==> config.mk <==
export PLATFORM = sky130hd
export DESIGN_NAME = ldpc_iter_ctrl
export DESIGN_NICKNAME = d
export VERILOG_FILES = /design/src/rtl/ldpc_iter_ctrl.sv
export SDC_FILE = /design/constraint.sdc
export NUM_CORES = 1
export LEC_CHECK = 0
export CORE_AREA = 2 2 78 58
export DETAILED_ROUTE_END_ITERATION = 8
export DIE_AREA = 0 0 80 60
export MAX_ROUTING_LAYER = met4
export PLACE_DENSITY = 0.57
export SETUP_SLACK_MARGIN = 0.02
export SLEW_MARGIN = 20
export SYNTH_ARGS = -nofsm -noshare
export SYNTH_HDL_FRONTEND = slang
export SYNTH_SLANG_ARGS = --single-unit
==> constraint.sdc <==
create_clock -name clk -period 5.55 [get_ports clk]
set_clock_uncertainty 0.2 [all_clocks]
set_input_delay 1.665 -clock clk [delete_from_list [all_inputs] [get_ports clk]]
set_output_delay 1.665 -clock clk [all_outputs]
set_load 0.05 [all_outputs]
==> src/rtl/ldpc_iter_ctrl.sv <==
// Purpose  : sequences an LDPC decoder through VNU and CNU phases until the syndrome clears or MAX_ITER is reached.
// Latency  : one iteration = COLS+VNU_LAT + ROWS+CNU_LAT + 1 (or more while waiting for check_valid) cycles.
// Backpress: none on the pipelines; the FSM stalls in CHECK until check_valid, and start is ignored unless IDLE.
//
// Ports:
//   clk, rst_n              clock and asynchronous active-low reset
//   start                   one-cycle request to decode a loaded codeword (honoured only in IDLE)
//   check_valid/syndrome_ok parity checker handshake; syndrome_ok sampled only with check_valid in CHECK
//   vnu_en/vnu_addr         VNU pipeline issue enable and column address
//   vnu_wr_en/vnu_wr_addr   VNU writeback strobe and address, VNU_LAT cycles behind issue
//   first_iter              high through the VNU phase of iteration 0 (zeroes CNU message inputs)
//   cnu_en/cnu_addr         CNU pipeline issue enable and row address
//   cnu_wr_en/cnu_wr_addr   CNU writeback strobe and address, CNU_LAT cycles behind issue
//   check_req               one-cycle request to the parity checker
//   busy/done               decode in progress / one-cycle completion pulse
//   converged/iter_count    result flag and completed iteration count, held until the next start
module ldpc_iter_ctrl #(
    parameter int COLS     = 8,
    parameter int ROWS     = 4,
    parameter int MAX_ITER = 10,
    parameter int VNU_LAT  = 2,
    parameter int CNU_LAT  = 2,
    parameter int AW       = 3
) (
    input  logic          clk,
    input  logic          rst_n,
    input  logic          start,
    input  logic          check_valid,
    input  logic          syndrome_ok,
    output logic          vnu_en,
    output logic [AW-1:0] vnu_addr,
    output logic          vnu_wr_en,
    output logic [AW-1:0] vnu_wr_addr,
    output logic          first_iter,
    output logic          cnu_en,
    output logic          cnu_wr_en,
    output logic [AW-1:0] cnu_addr,
    output logic [AW-1:0] cnu_wr_addr,
    output logic          check_req,
    output logic          busy,
    output logic          done,
    output logic          converged,
    output logic [3:0]    iter_count
);

    // ------------------------------------------------------------------
    // State encoding
    // ------------------------------------------------------------------
    localparam logic [2:0] S_IDLE    = 3'd0;
    localparam logic [2:0] S_V_ISSUE = 3'd1;
    localparam logic [2:0] S_V_DRAIN = 3'd2;
    localparam logic [2:0] S_C_ISSUE = 3'd3;
    localparam logic [2:0] S_C_DRAIN = 3'd4;
    localparam logic [2:0] S_CHECK   = 3'd5;
    localparam logic [2:0] S_FIN     = 3'd6;

    // Drain counter is shared by both phases, so it is sized for the longer pipe.
    localparam int MAX_LAT = (VNU_LAT > CNU_LAT) ? VNU_LAT : CNU_LAT;
    localparam int LW      = (MAX_LAT < 2) ? 1 : $clog2(MAX_LAT + 1);

    localparam logic [AW-1:0] LAST_COL   = AW'(COLS - 1);
    localparam logic [AW-1:0] LAST_ROW   = AW'(ROWS - 1);
    localparam logic [LW-1:0] V_LAST_LAT = LW'(VNU_LAT - 1);
    localparam logic [LW-1:0] C_LAST_LAT = LW'(CNU_LAT - 1);
    localparam logic [3:0]    ITER_LIMIT = 4'(MAX_ITER);

    // ------------------------------------------------------------------
    // Control state
    // ------------------------------------------------------------------
    logic [2:0]    state_q,      state_d;
    logic [AW-1:0] addr_q,       addr_d;
    logic [LW-1:0] lat_q,        lat_d;
    logic          first_iter_q, first_iter_d;
    logic          converged_q,  converged_d;
    logic [3:0]    iter_q,       iter_d;
    logic          check_req_q,  check_req_d;

    logic [3:0]    iter_inc;

    // Saturating increment: iter_count may never wrap past MAX_ITER.
    assign iter_inc = (iter_q == ITER_LIMIT) ? iter_q : (iter_q + 4'd1);

    always_comb begin
        state_d      = state_q;
        addr_d       = addr_q;
        lat_d        = lat_q;
        first_iter_d = first_iter_q;
        converged_d  = converged_q;
        iter_d       = iter_q;
        check_req_d  = 1'b0;

        case (state_q)
            S_IDLE: begin
                if (start) begin
                    iter_d       = 4'd0;
                    converged_d  = 1'b0;
                    first_iter_d = 1'b1;
                    addr_d       = '0;
                    state_d      = S_V_ISSUE;
                end
            end

            S_V_ISSUE: begin
                if (addr_q == LAST_COL) begin
                    lat_d   = '0;
                    state_d = S_V_DRAIN;
                end else begin
                    addr_d = addr_q + 1'b1;
                end
            end

            // Address stays parked on the last column while the pipe empties.
            S_V_DRAIN: begin
                if (lat_q == V_LAST_LAT) begin
                    addr_d       = '0;
                    first_iter_d = 1'b0;
                    state_d      = S_C_ISSUE;
                end else begin
                    lat_d = lat_q + 1'b1;
                end
            end

            S_C_ISSUE: begin
                if (addr_q == LAST_ROW) begin
                    lat_d   = '0;
                    state_d = S_C_DRAIN;
                end else begin
                    addr_d = addr_q + 1'b1;
                end
            end

            // check_req is registered on the way into CHECK so it lands on
            // the first CHECK cycle exactly once.
            S_C_DRAIN: begin
                if (lat_q == C_LAST_LAT) begin
                    check_req_d = 1'b1;
                    state_d     = S_CHECK;
                end else begin
                    lat_d = lat_q + 1'b1;
                end
            end

            S_CHECK: begin
                if (check_valid) begin
                    iter_d = iter_inc;
                    if (syndrome_ok) begin
                        converged_d = 1'b1;
                        state_d     = S_FIN;
                    end else if (iter_inc == ITER_LIMIT) begin
                        state_d = S_FIN;
                    end else begin
                        addr_d  = '0;
                        state_d = S_V_ISSUE;
                    end
                end
            end

            S_FIN: begin
                state_d = S_IDLE;
            end

            default: begin
                state_d = S_IDLE;
            end
        endcase
    end

    always_ff @(posedge clk or negedge rst_n) begin
        if (!rst_n) begin
            state_q      <= S_IDLE;
            addr_q       <= '0;
            lat_q        <= '0;
            first_iter_q <= 1'b0;
            converged_q  <= 1'b0;
            iter_q       <= 4'd0;
            check_req_q  <= 1'b0;
        end else begin
            state_q      <= state_d;
            addr_q       <= addr_d;
            lat_q        <= lat_d;
            first_iter_q <= first_iter_d;
            converged_q  <= converged_d;
            iter_q       <= iter_d;
            check_req_q  <= check_req_d;
        end
    end

    // ------------------------------------------------------------------
    // Issue-side outputs, decoded from state
    // ------------------------------------------------------------------
    logic v_phase, c_phase, v_issue, c_issue;

    assign v_issue = (state_q == S_V_ISSUE);
    assign c_issue = (state_q == S_C_ISSUE);
    assign v_phase = v_issue || (state_q == S_V_DRAIN);
    assign c_phase = c_issue || (state_q == S_C_DRAIN);

    assign vnu_en     = v_phase;
    assign vnu_addr   = v_phase ? addr_q : '0;
    assign cnu_en     = c_phase;
    assign cnu_addr   = c_phase ? addr_q : '0;
    assign first_iter = first_iter_q;
    assign check_req  = check_req_q;
    assign busy       = (state_q != S_IDLE) && (state_q != S_FIN);
    assign done       = (state_q == S_FIN);
    assign converged  = converged_q;
    assign iter_count = iter_q;

    // ------------------------------------------------------------------
    // Writeback delay lines. Only issue cycles (not drain cycles) push a
    // valid bit, so each phase yields exactly COLS / ROWS writebacks.
    // Both lines sit under the async reset so an aborted decode cannot
    // leak stale strobes after reset is released.
    // ------------------------------------------------------------------
    logic [VNU_LAT-1:0]         vpipe_vld_q,  vpipe_vld_d;
    logic [VNU_LAT-1:0][AW-1:0] vpipe_addr_q, vpipe_addr_d;
    logic [CNU_LAT-1:0]         cpipe_vld_q,  cpipe_vld_d;
    logic [CNU_LAT-1:0][AW-1:0] cpipe_addr_q, cpipe_addr_d;

    always_comb begin
        vpipe_vld_d     = vpipe_vld_q;
        vpipe_addr_d    = vpipe_addr_q;
        vpipe_vld_d[0]  = v_issue;
        vpipe_addr_d[0] = vnu_addr;
        for (int i = 1; i < VNU_LAT; i++) begin
            vpipe_vld_d[i]  = vpipe_vld_q[i-1];
            vpipe_addr_d[i] = vpipe_addr_q[i-1];
        end
    end

    always_comb begin
        cpipe_vld_d     = cpipe_vld_q;
        cpipe_addr_d    = cpipe_addr_q;
        cpipe_vld_d[0]  = c_issue;
        cpipe_addr_d[0] = cnu_addr;
        for (int i = 1; i < CNU_LAT; i++) begin
            cpipe_vld_d[i]  = cpipe_vld_q[i-1];
            cpipe_addr_d[i] = cpipe_addr_q[i-1];
        end
    end

    always_ff @(posedge clk or negedge rst_n) begin
        if (!rst_n) begin
            vpipe_vld_q  <= '0;
            vpipe_addr_q <= '0;
            cpipe_vld_q  <= '0;
            cpipe_addr_q <= '0;
        end else begin
            vpipe_vld_q  <= vpipe_vld_d;
            vpipe_addr_q <= vpipe_addr_d;
            cpipe_vld_q  <= cpipe_vld_d;
            cpipe_addr_q <= cpipe_addr_d;
        end
    end

    assign vnu_wr_en   = vpipe_vld_q[VNU_LAT-1];
    assign vnu_wr_addr = vpipe_addr_q[VNU_LAT-1];
    assign cnu_wr_en   = cpipe_vld_q[CNU_LAT-1];
    assign cnu_wr_addr = cpipe_addr_q[CNU_LAT-1];

    // ------------------------------------------------------------------
    // Structural invariants
    // ------------------------------------------------------------------
    a_en_exclusive: assert property (@(posedge clk) disable iff (!rst_n) !(vnu_en && cnu_en));
    a_iter_bound:   assert property (@(posedge clk) disable iff (!rst_n) iter_count <= ITER_LIMIT);

endmodule

# --- After elaboration in Yosys (flattened, before gate mapping) ---
# Index checks and enable logic that the tools add are counted.
op_classes:
  mux: 36
  n_mul: 0
  n_reduce_logical: 16
  bitwise_logic: 0
  magnitude_cmp: 0
  n_addsub: 3
  n_shift: 0
  eq_ne: 24
  div: 0
ops:
  columns: ["cell", "n"]
  rows:
  - ["3-bit 2-to-1 mux", 17]
  - ["2-bit != test, second input constant", 10]
  - ["3-bit case mux with 6 select lines", 1]
  - ["3-bit case mux with 5 select lines", 1]
  - ["3-bit == test, second input constant", 4]
  - ["4-bit 2-to-1 mux", 3]
  - ["3-bit by 2-bit == test with 1-bit output, second input constant", 3]
  - ["4-bit == test, second input constant", 2]
  - ["4-bit case mux with 2 select lines", 1]
  - ["4-bit AND reduction", 2]
  - ["8-bit AND reduction", 1]
  - ["1-bit 2-to-1 mux", 7]
  - ["2-bit 2-to-1 mux", 3]
  - ["2-bit case mux with 3 select lines", 1]
  - ["3-bit AND reduction", 2]
  - ["6-bit AND reduction", 1]
  - ["3-bit nonzero test", 2]
  - ["5-bit nonzero test", 1]
  - ["4-bit by 1-bit adder with 4-bit output, second input constant", 1]
  - ["2-bit by 1-bit != test with 1-bit output, second input constant", 2]
  - ["1-bit case mux with 2 select lines", 2]
  - ["2-bit nonzero test", 2]
  - ["3-bit by 1-bit adder with 3-bit output, second input constant", 1]
  - ["3-bit by 1-bit == test with 1-bit output, second input constant", 1]
  - ["other kinds (7)", 8]
totals:
  mem_bits_ro: 0
  regBits: 31
  latch_bits: 0
  wordCells: 92
  ram_bits: 0
  memories: 0

# --- Logic depth before layout (Yosys ltp) ---
depth:
  depth_word: 7
  depth_mapped: 7
  depth_no_buf: 7

# --- Worst setup path after synthesis ---
# Ideal clock, no wire load.
synth_timing:
  path_kind: "reg-to-output"
  startpoint: "reg state_q[0]"
  endpoint: "out cnu_addr[0]"
  setup_slack_ps: 1565
  stages_incl_launch_ff: 6
  t_arrival_ps: 2120
  t_required_ps: 3685
  path_buffers: 3
  path_cell_list: "dfrtp_1 clkbuf_1 buf_1 o22ai_1 and2_1 buf_4"
synth_lines:
  columns: ["item", "line_no", "text"]
  rows:
  - ["start: declaration", "70", "logic [2:0] state_q, state_d;"]
  - ["start signal: assignment", "178", "state_q <= state_d;"]
  - ["end: declaration", "37", "output logic [AW-1:0] cnu_addr,"]

# --- Worst setup path in the final report ---
layout_timing:
  startpoint: "reg state_q[2]"
  endpoint: "out cnu_addr[2]"
layout_via:
  elab_chain_cells: 3
  elab_cells_between_ends: 4
layout_lines:
  columns: ["item", "line_no", "text"]
  rows:
  - ["3-bit by 2-bit == test with 1-bit output or 3-bit == test (tied branches)", "194, 196", null]
  - ["1-bit logical OR (*)", "196", "assign c_phase = c_issue || (state_q == S_C_DRAIN);"]
  - ["3-bit 2-to-1 mux (*)", "201", "assign cnu_addr = c_phase ? addr_q : '0;"]
# Mark *: on every way between the ends. The rest lies on a longest branch, timed or not.

==> impl_metrics.csv <==
group,metric,value,unit
clock_network,holdBufCountCts,0,
finish,design_area,1890,sq um
route,viasPerCell,4.89,
route,drtIter0Drc,65,
synthesis,ys_types,38,
timing,max_slew_margin,54.1,%
critical_path,end_kind,"output pin",
timing,finalCritPeriodShare,81.5,%
global_route,grt_pass1_wl,5020,um
critical_path,crit_arrival,2.66,ns
critical_path,crit_chain,"nand2_1 -> o22ai_1 -> and2_1 -> clkdlybuf4s50_1",
synthesis,synthesis.area,1470,sq um
finish,seqCellArea,776,sq um
placement,place_hpwl,2070,um
timing,rsz0062_at_grt,"no",
finish,multi_input_area,599,sq um
status,run_status,"complete, no violations",
synthesis,yosys_warnings,0,
clock_network,cts_resized,0,
timing,finalSetupViolCount,0,
global_route,grt_max_degree,32,
finish,num_antenna_cells,0,
flow_run,maxCapViolCount,0,
floorplanning,core,4100,sq um
floorplanning,core.rowCount,20,
timing,worst_pin_slew,0.689,ns
synthesis,synth_top_area_cell,"dfrtp_1",
clock_network,ctsLongestPathBuffers,2,
clock_network,worstSkewPairLatency,0.28,ns
route,wl_per_cell,13.2,um
timing,fin_setup_tns,0,ns
floorplanning,die_y,60,um
critical_path,critPathBufInv,1,
timing,fin_crit,4.53,ns
critical_path,cp_max_fo,22,
synthesis,synth_cells,143,
critical_path,crit_required,3.69,ns
placement,place.gp.congestion,0.822,
finish,final_cell_mix,"dfrtp_1, clkdlybuf4s50_1, nand2_1, nor2_1, o21ai_0",
timing,fmax,0.221,GHz
synthesis,synth_top_area_share,52.7,%
route,firstDrtPassIters,4,
placement,port_buffers,29,
global_route,grt_usage,14.6,%
floorplanning,initial_core_util,35.9,%
finish,fill_cells,411,
synthesis,syn_area_per_cell,10.3,sq um
clock_network,numCtsBuffers,5,
critical_path,critPathTopFamily,"buffers and inverters",
clock_network,htreeDepth,2,
synthesis,ys_top_cells_by_area,"dfrtp_1, ha_1, o21ai_0",
floorplanning,die_w,80,um
global_route,overflow,0,
global_route,grt_pass1_vias,1038,
pwr,pwr_density_cell,667,nW/um^2
critical_path,cpPeakStageDelay,0.81,ns
clock_network,cts.sinks,31,
route,antenna_left,0,
clock_network,cts.clk_slew.worst_paths,0.07,ns
floorplanning,io_pins,30,
global_route,antenna_found_initial,0,
pwr,p_leak,0.830,nW
synthesis,synth_fp_nets,154,
clock_network,root_buffer,"clkbuf_8",
route,vias,1101,
synthesis,synth-main-ff-cell,"dfrtp_1",
finish,final_common_cell,"dfrtp_1",
min_path,hp-class,"register to register",
timing,drv_slew,0,
clock_network,post_cts_buffers,0,
synthesis,ys_seq_area_share,52.7,%
finish,drive_gt1_share,7.65,%
synthesis,synth-async-reset-ratio,100,%
timing,hold_viol_final,0,
synthesis,synth-edff-count,0,
critical_path,crit_type,"register to output pin",
critical_path,worstSetupStartpointType,"register",
placement,placed_cell_area,1770,sq um
floorplanning,die-area,4800,sq um
synthesis,ys_ff_latch,31,
pwr,irDropWorstVdd,219,uV
route,routed_wl,2970,um
finish,nets,180,
critical_path,slowest_stage,"clkdlybuf4s50_1",
clock_network,cts_tree,"built",
finish,area_growth,28.4,%
critical_path,rrSetupSlack,3.27,ns
route,drc,0,
==> path summary, 6_finish.rpt <==
check,start,to,depth (start not counted)
min,vpipe_addr_d[5]$_DFF_PN0_,vnu_wr_addr[2]$_DFF_PN0_,0
max reg2reg,iter_count[0]$_DFFE_PN0P_,addr_q[0]$_DFFE_PN0P_,7
max in group asynchronous,rst_n,lat_q[0]$_DFFE_PN0P_,2
min reg2reg,vpipe_addr_d[5]$_DFF_PN0_,vnu_wr_addr[2]$_DFF_PN0_,0
max,state_q[2]$_DFFE_PN0P_,cnu_addr[2],4
min in group asynchronous,rst_n,state_q[0]$_DFFE_PN0P_,2
==> metal layers <==
layer / track usage, % / wire (um) / vias to the layer above
li1: - / - / 545
met1: 20.4 / 1490 / 526
met2: 20.1 / 1310 / 25
met3: 3.63 / 136 / 5
met4: 6.54 / 40 / 0
met5: - / 0 / -
==> worst register-to-register path, delay by kind of cell, from the launching register on <==
family                   cells  cell delay [ns]
adder cells (fa/ha/maj)      1             0.25
flip-flops                   1             0.46
buffers and inverters        1             0.13
AND/OR/NAND/NOR              2             0.27
multiplexers                 1             0.28
AO/OA/AOI/OAI                2             0.58
==> area by class of cell <==
| class | count | area share [%] |
|---|---|---|
| tap | 55 | 3.64 |
| multi-input combinational | 93 | 31.7 |
| sequential | 31 | 41.1 |
| clock buffer | 6 | 4.37 |
| inverter | 8 | 1.59 |
| clock inverter | 2 | 1.85 |
| timing repair buffer | 30 | 15.8 |
==> registers in the layout, indices dropped and copies added, names as in the netlist <==
name          cells
vpipe_addr_d      3
addr_q            3
check_req         1
converged         1
lat_q             2
first_iter        1
cnu_wr_addr       3
iter_count        4
vpipe_vld_q       2
vnu_wr_addr       3
cpipe_addr_d      3
state_q           3
cpipe_vld_q       2
==> per-stage QoR <==
stage,hold slack (ns),instances,util [%],power (W),setup slack [ns]
final,0.148,225,46.0,0.00126,1.02
after global routing,0.163,225,46.0,0.00134,0.845
after CTS,0.148,225,46.0,0.00127,1.04
after detailed placement,0.135,217,43.2,0.00103,1.37
after global placement,0.132,217,43.2,0.00102,1.47
after floorplan,0.131,143,-,0.000865,1.57
==> report_power, final <==
part / switching, W / internal [W] / total [W]
sequential: 0.0000804 / 0.000304 / 0.000385
clock: 0.0000882 / 0.000145 / 0.000233
combinational: 0.000414 / 0.000228 / 0.000643
total: 0.000583 / 0.000678 / 0.00126
==> synthesized netlist by cell type, drive strengths merged, types with 5 or more instances <==
library cell / instances
dfrtp: 31
nand2: 12
nor2: 12
o21ai: 11
buf: 10
inv: 8
ha: 6
nor3: 6
a31oi: 5
and2: 5
==> cell families after synthesis <==
| kind of cell | count (synthesis) | share of synthesized area [%] |
|---|---|---|
| adder cells (fa/ha/maj) | 6 | 5.10 |
| multiplexers | 4 | 2.98 |
| flip-flops | 31 | 52.7 |
| AO/OA/AOI/OAI | 33 | 15.1 |
| AND/OR/NAND/NOR | 46 | 15.1 |
| buffers and inverters | 19 | 6.55 |
| XOR/XNOR | 4 | 2.38 |
Power figures use the tool's default switching activity.
